`config.mk`:
```
export PLATFORM = sky130hd
export DESIGN_NAME = pi_cycle_ctl
export DESIGN_NICKNAME = d
export VERILOG_FILES = /design/src/rtl/pi_pkg.sv /design/src/rtl/pi_prio_enc.sv /design/src/rtl/pi_cycle_ctl.sv
export SDC_FILE = /design/constraint.sdc
export NUM_CORES = 1
export LEC_CHECK = 0
export ABC_AREA = 1
export BUFFER_PORTS_ARGS = -buffer_cell sky130_fd_sc_hd__buf_2
export CAP_MARGIN = 30
export CORE_MARGIN = 2
export CORE_UTILIZATION = 45
export DETAILED_ROUTE_END_ITERATION = 6
export PLACE_DENSITY = 0.73
export SLEW_MARGIN = 20
export SYNTH_ARGS = -nofsm -noshare
export SYNTH_HDL_FRONTEND = slang
export SYNTH_SLANG_ARGS = --single-unit
```
`constraint.sdc`:
```
create_clock -name clk -period 1.3 [get_ports clk]
set_input_delay 0.39 -clock clk [delete_from_list [all_inputs] [get_ports clk]]
set_output_delay 0.39 -clock clk [all_outputs]
set_load 0.02 [all_outputs]
```
`src/rtl/pi_pkg.sv`:
```
// Shared types, widths and helpers for the priority-interrupt cycle sequencer.
package pi_pkg;

  localparam int NUM_LEVELS = 7;
  localparam int LVL_W      = 3;
  localparam int VEC_W      = 9;
  localparam int CNT_W      = 8;

  typedef enum logic [1:0] {
    IDLE  = 2'd0,
    REQ   = 2'd1,
    CYCLE = 2'd2
  } pi_state_e;

  // Index of the lowest-numbered set bit (level 1 is highest priority), 0 when none.
  function automatic logic [LVL_W-1:0] prio_enc7(input logic [1:NUM_LEVELS] v);
    logic [LVL_W-1:0] idx;
    idx = '0;
    for (int i = NUM_LEVELS; i >= 1; i--) begin
      if (v[i]) idx = LVL_W'(i);
    end
    return idx;
  endfunction

  // Interrupt vector: two locations per level above the base.
  function automatic logic [VEC_W-1:0] pi_vector(input logic [VEC_W-1:0] base,
                                                 input logic [LVL_W-1:0] lvl);
    return base + {{(VEC_W-LVL_W-1){1'b0}}, lvl, 1'b0};
  endfunction

endpackage

```
`src/rtl/pi_prio_enc.sv`:
```
// Combinational 7-bit priority encoder: lowest-numbered set bit wins.
module pi_prio_enc
  import pi_pkg::*;
(
  input  logic [1:NUM_LEVELS] vec_i,
  output logic [LVL_W-1:0]    idx_o,
  output logic                any_o
);

  assign idx_o = prio_enc7(vec_i);
  assign any_o = |vec_i;

endmodule

```
`src/rtl/pi_cycle_ctl.sv`:
```
// Priority-interrupt cycle sequencer: arbitrates PI levels, handshakes a PI
// cycle with the EBOX, inhibits PC+1 during the interrupt instruction, and
// tracks held levels with dismiss.
module pi_cycle_ctl
  import pi_pkg::*;
#(
  parameter logic [VEC_W-1:0] PI_BASE     = 9'o040,
  parameter int               TIMEOUT_CYC = 255
) (
  input  logic                clk,
  input  logic                rst_n,
  input  logic                pi_on,
  input  logic [1:NUM_LEVELS] pi_req,
  input  logic [1:NUM_LEVELS] en_mask,
  input  logic                ebox_ack,
  input  logic                xct_done,
  input  logic                xct_held,
  input  logic                dismiss,
  output logic                pi_cycle_req,
  output logic                pc_plus1_inh,
  output logic [VEC_W-1:0]    pi_addr,
  output logic [LVL_W-1:0]    pi_level,
  output logic [1:NUM_LEVELS] pi_held,
  output logic                pi_err
);

  pi_state_e           state_q, state_d;
  logic                req_q, req_d;
  logic                inh_q, inh_d;
  logic                err_q, err_d;
  logic [LVL_W-1:0]    level_q, level_d;
  logic [VEC_W-1:0]    addr_q, addr_d;
  logic [1:NUM_LEVELS] held_q, held_d;
  logic [CNT_W-1:0]    cnt_q, cnt_d;

  logic [1:NUM_LEVELS] mask_above;
  logic [1:NUM_LEVELS] cand;
  logic [1:NUM_LEVELS] clr_oh;
  logic [1:NUM_LEVELS] set_oh;
  logic [LVL_W-1:0]    win_idx;
  logic [LVL_W-1:0]    held_top;
  logic                cand_any;
  logic                held_any;

  // Highest-priority held level: bounds arbitration and is the dismiss target.
  pi_prio_enc u_held_enc (
    .vec_i (held_q),
    .idx_o (held_top),
    .any_o (held_any)
  );

  // Per-level masks: only levels above the top held level may interrupt;
  // one-hot decodes for the dismiss clear and the hold set.
  for (genvar gi = 1; gi <= NUM_LEVELS; gi++) begin : g_level
    assign mask_above[gi] = ~held_any | (LVL_W'(gi) < held_top);
    assign clr_oh[gi]     = dismiss & (held_top == LVL_W'(gi));
    assign set_oh[gi]     = (level_q == LVL_W'(gi));
  end

  assign cand = pi_on ? (pi_req & en_mask & ~held_q & mask_above) : '0;

  // Winner among eligible requests.
  pi_prio_enc u_win_enc (
    .vec_i (cand),
    .idx_o (win_idx),
    .any_o (cand_any)
  );

  // Next-state and output decode for the IDLE/REQ/CYCLE sequence.
  always_comb begin
    state_d = state_q;
    req_d   = req_q;
    inh_d   = inh_q;
    err_d   = 1'b0;
    level_d = level_q;
    addr_d  = addr_q;
    cnt_d   = cnt_q;
    // Dismiss acts on the pre-edge held set; a new hold is OR-ed in after.
    held_d  = held_q & ~clr_oh;

    unique case (state_q)
      IDLE: begin
        if (cand_any) begin
          state_d = REQ;
          level_d = win_idx;
          addr_d  = pi_vector(PI_BASE, win_idx);
          req_d   = 1'b1;
        end
      end
      REQ: begin
        // Latched level is frozen here: no pre-emption by later requests.
        if (ebox_ack) begin
          state_d = CYCLE;
          req_d   = 1'b0;
          inh_d   = 1'b1;
          cnt_d   = '0;
        end
      end
      CYCLE: begin
        if (xct_done) begin
          state_d = IDLE;
          inh_d   = 1'b0;
          level_d = '0;
          if (xct_held) held_d = held_d | set_oh;
        end else if (cnt_q == CNT_W'(TIMEOUT_CYC - 1)) begin
          // Abort: no hold is recorded for an instruction that never finished.
          state_d = IDLE;
          inh_d   = 1'b0;
          level_d = '0;
          err_d   = 1'b1;
        end else begin
          cnt_d = cnt_q + 1'b1;
        end
      end
      default: begin
        state_d = IDLE;
        req_d   = 1'b0;
        inh_d   = 1'b0;
        level_d = '0;
      end
    endcase
  end

  // State and output registers; reset abandons any cycle in flight.
  always_ff @(posedge clk or negedge rst_n) begin
    if (!rst_n) begin
      state_q <= IDLE;
      req_q   <= 1'b0;
      inh_q   <= 1'b0;
      err_q   <= 1'b0;
      level_q <= '0;
      addr_q  <= '0;
      held_q  <= '0;
      cnt_q   <= '0;
    end else begin
      state_q <= state_d;
      req_q   <= req_d;
      inh_q   <= inh_d;
      err_q   <= err_d;
      level_q <= level_d;
      addr_q  <= addr_d;
      held_q  <= held_d;
      cnt_q   <= cnt_d;
    end
  end

  assign pi_cycle_req = req_q;
  assign pc_plus1_inh = inh_q;
  assign pi_addr      = addr_q;
  assign pi_level     = level_q;
  assign pi_held      = held_q;
  assign pi_err       = err_q;

endmodule

```
==> results.json <==
{
  "status": "complete, but fails checks",
  "violations": "setup timing",
  "ys_seq_area_frac": 0.4351,
  "ios": 43,
  "cp_common_cell": "nand2_1",
  "use_met2": 0.3199,
  "grt_pass1_wl_um": 6189,
  "slew_viol_final": 0,
  "fin_worst_skew_ns": 0.001248,
  "p_leak_nw": 1.180,
  "met3_usage": 0.02883,
  "worst_ep_required_time_ns": 1.53,
  "place_inst": 303,
  "synth_cell_types": 30,
  "cp-end-kind": "register",
  "clk_pin_slew_ns": 0.14,
  "hold_ws_ns": 0.2960,
  "die_x_um": 62.74,
  "fin_ws_ns": -0.1733,
  "track_usage": 0.1940,
  "gp_congestion": 0.8749,
  "met1_usage": 0.2622,
  "drive_gt1_frac": 0.4927,
  "core-area_mm2": 0.003337,
  "place_ws_ns": -0.1761,
  "ys_ff_latch": 27,
  "synth_area_mm2": 0.001553,
  "die_area_mm2": 0.003936,
  "layout_commonest_cell": "nand2_1",
  "htreeDepth": 1,
  "start_util": 0.4653,
  "vias_per_cell": 5.034,
  "drt_wl_total_um": 4058,
  "areaGrowthSynthToFinish_pct": 54.39,
  "yosys_warnings": 0,
  "setup-violations-final": 20,
  "avgSynthCellArea_um2": 7.842,
  "nFillCells": 256,
  "synthCells": 198,
  "drt_iter0_drc": 70,
  "cts_max_path_buffers": 2,
  "arrival_ns": 1.70,
  "min-delay-path-class": "primary input to register",
  "dp_hpwl_um": 2750,
  "max_stage_delay_ns": 0.48,
  "clkSinkCount": 27,
  "cts_tree": "yes",
  "max_freq_mhz": 678.8,
  "post-route-util": 0.7184,
  "fin_crit_sh": 1.133,
  "finalHoldViolCount": 0,
  "final_cells": 320,
  "crit_fanout": 6,
  "maxCapViolations": 0,
  "numCtsBuffers": 3,
  "vias": 1611,
  "ant_nets": 0,
  "firstDrtPassIters": 4,
  "fin_crit_ns": 1.473,
  "grt.busiest_layer": "met2",
  "path_class": "register to register",
  "numPortBuffers": 37,
  "crit_chain": "inv_2 -> nand2_4 -> nor2_4 -> nand3b_1 -> nand2_1 -> nor2_2 -> nand2_2 -> nand3_4 -> nand2_1 -> nand2_1",
  "clock_latency_ns": 0.32,
  "grt_start_max_net_pins": 28,
  "power_density_mw_per_mm2": 1667,
  "first_global_vias": 1413,
  "fp.dieH_um": 62.74,
  "grt_antenna_before_repair": 0,
  "overflow": 0,
  "rsz0062_at_grt": "yes",
  "clockRootBuffer": "clkbuf_4",
  "diodes": 0,
  "max-vdd-ir-drop_mv": 1.253,
  "nets": 298,
  "rows": 21,
  "layout_common_cells": "39 x nand2_1, 28 x buf_4, 22 x buf_2",
  "cp-start-kind": "register",
  "drcViolationCount": 0,
  "finalSetupTns_ns": -2.208,
  "wire_per_inst_um": 12.68,
  "slowest_stage": "dfrtp_2"
}
[per-stage QoR]
stage / power [mW] / cell area (um^2)
global route: 4.312 / 2397
detailed placement: 2.958 / 1997
floorplan: 2.319 / 1594
global placement: 2.943 / 1997
CTS: 3.546 / 2163
finish: 3.997 / 2397
[sequential cells by signal, indices dropped and copies added, names as in the netlist]
register,flops
pi_held,7
cnt_q,8
pi_cycle_req,1
pi_level,3
pi_addr,4
state_q,2
pc_plus1_inh,1
pi_err,1
[area by class of cell]
type | count | area [um^2] | area share
inverters | 26 | 105.1 | 0.04384
repair buffers | 72 | 584.3 | 0.2437
clock buffers | 4 | 26.28 | 0.01096
repair inverters | 1 | 16.27 | 0.006785
multi-input cells | 144 | 922.1 | 0.3847
flip-flops and latches | 27 | 685.7 | 0.2860
well taps | 46 | 57.56 | 0.02401
[cell families (layout without fill, tap and decap cells)]
kind of cell | count (synthesis) | after routing | synth area share
and+or+nand+nor | 111 | 111 | 0.3626
buffers and inverters | 31 | 103 | 0.09025
DFF | 27 | 27 | 0.4351
AOI/OAI and AO/OA | 25 | 25 | 0.08784
adders and majority gates | 2 | 2 | 0.01611
other | 1 | 5 | 0.002415
xor gates and xnor gates | 1 | 1 | 0.005642
[where the power goes]
| part | switching [mW] | total, mW | internal, mW |
|---|---|---|---|
| Sequential | 0.212 | 1.28 | 1.07 |
| Combinational | 1.31 | 2.36 | 1.05 |
| Clock | 0.241 | 0.361 | 0.120 |
| Total | 1.76 | 4.00 | 2.23 |
[worst paths after layout]
path | startpoint | endpoint | slack, ns | depth (start not counted)
worst max-delay path | pi_held[1] | pi_addr[2] | -0.17 | 10
worst min-delay path | xct_done | pi_err | 0.30 | 2
worst max register to register | pi_held[1] | pi_addr[2] | -0.17 | 10
worst min register to register | pi_addr[3] | pi_addr[3] | 0.49 | 2
max in group asynchronous | rst_n | pi_held[5] | 0.61 | 3
min in group asynchronous | rst_n | cnt_q[3] | 0.53 | 3
[critical path: cells and delay by family (launching register included)]
family | cells | cell delay, ns
buffers and inverters | 1 | 0.10
DFF | 1 | 0.48
and+or+nand+nor | 9 | 0.81
[cells in the mapped netlist]
cell	count	area, um^2
nor3_1	3	15.01
o22ai_1	1	6.260
nand2_2	2	12.51
dfrtp_1	27	675.7
inv_6	1	8.760
conb_1	1	3.750
ha_1	2	25.02
nand2_4	2	22.52
buf_4	5	37.54
nand3b_1	4	30.03
inv_2	3	11.26
nand3_2	1	10.01
and2_1	1	6.260
nand4_2	1	12.51
xor2_1	1	8.760
a21oi_1	5	25.02
nor2_1	15	56.30
a21oi_2	1	8.760
o21ai_0	16	80.08
nand4_1	7	43.79
nor2_2	4	25.02
inv_1	22	82.58
nand3_1	17	85.08
and3_1	1	6.260
nand3_4	1	17.52
nand2_1	48	180.2
or2_2	1	6.260
o21ai_2	1	8.760
nor2_4	3	33.78
o31ai_1	1	7.510
[repair_timing]
action | CTS | global route
pin swaps | 2 | 11
endpoints found under the setup margin | 30 | 36
hold buffers | 1 | 0
gates cloned | 1 | 0
gates resized for setup | 28 | 54
setup buffers | 5 | 6
hold endpoints to repair | 27 | 0
[metal layers]
metal / wire (um) / vias to the layer above / part of all wire
met5: 0 / - / 0
met1: 1749 / 755 / 0.43
li1: - / 792 / -
met4: 121 / 0 / 0.030
met3: 197 / 14 / 0.049
met2: 1990 / 50 / 0.49
Power figures use the tool's default switching activity.
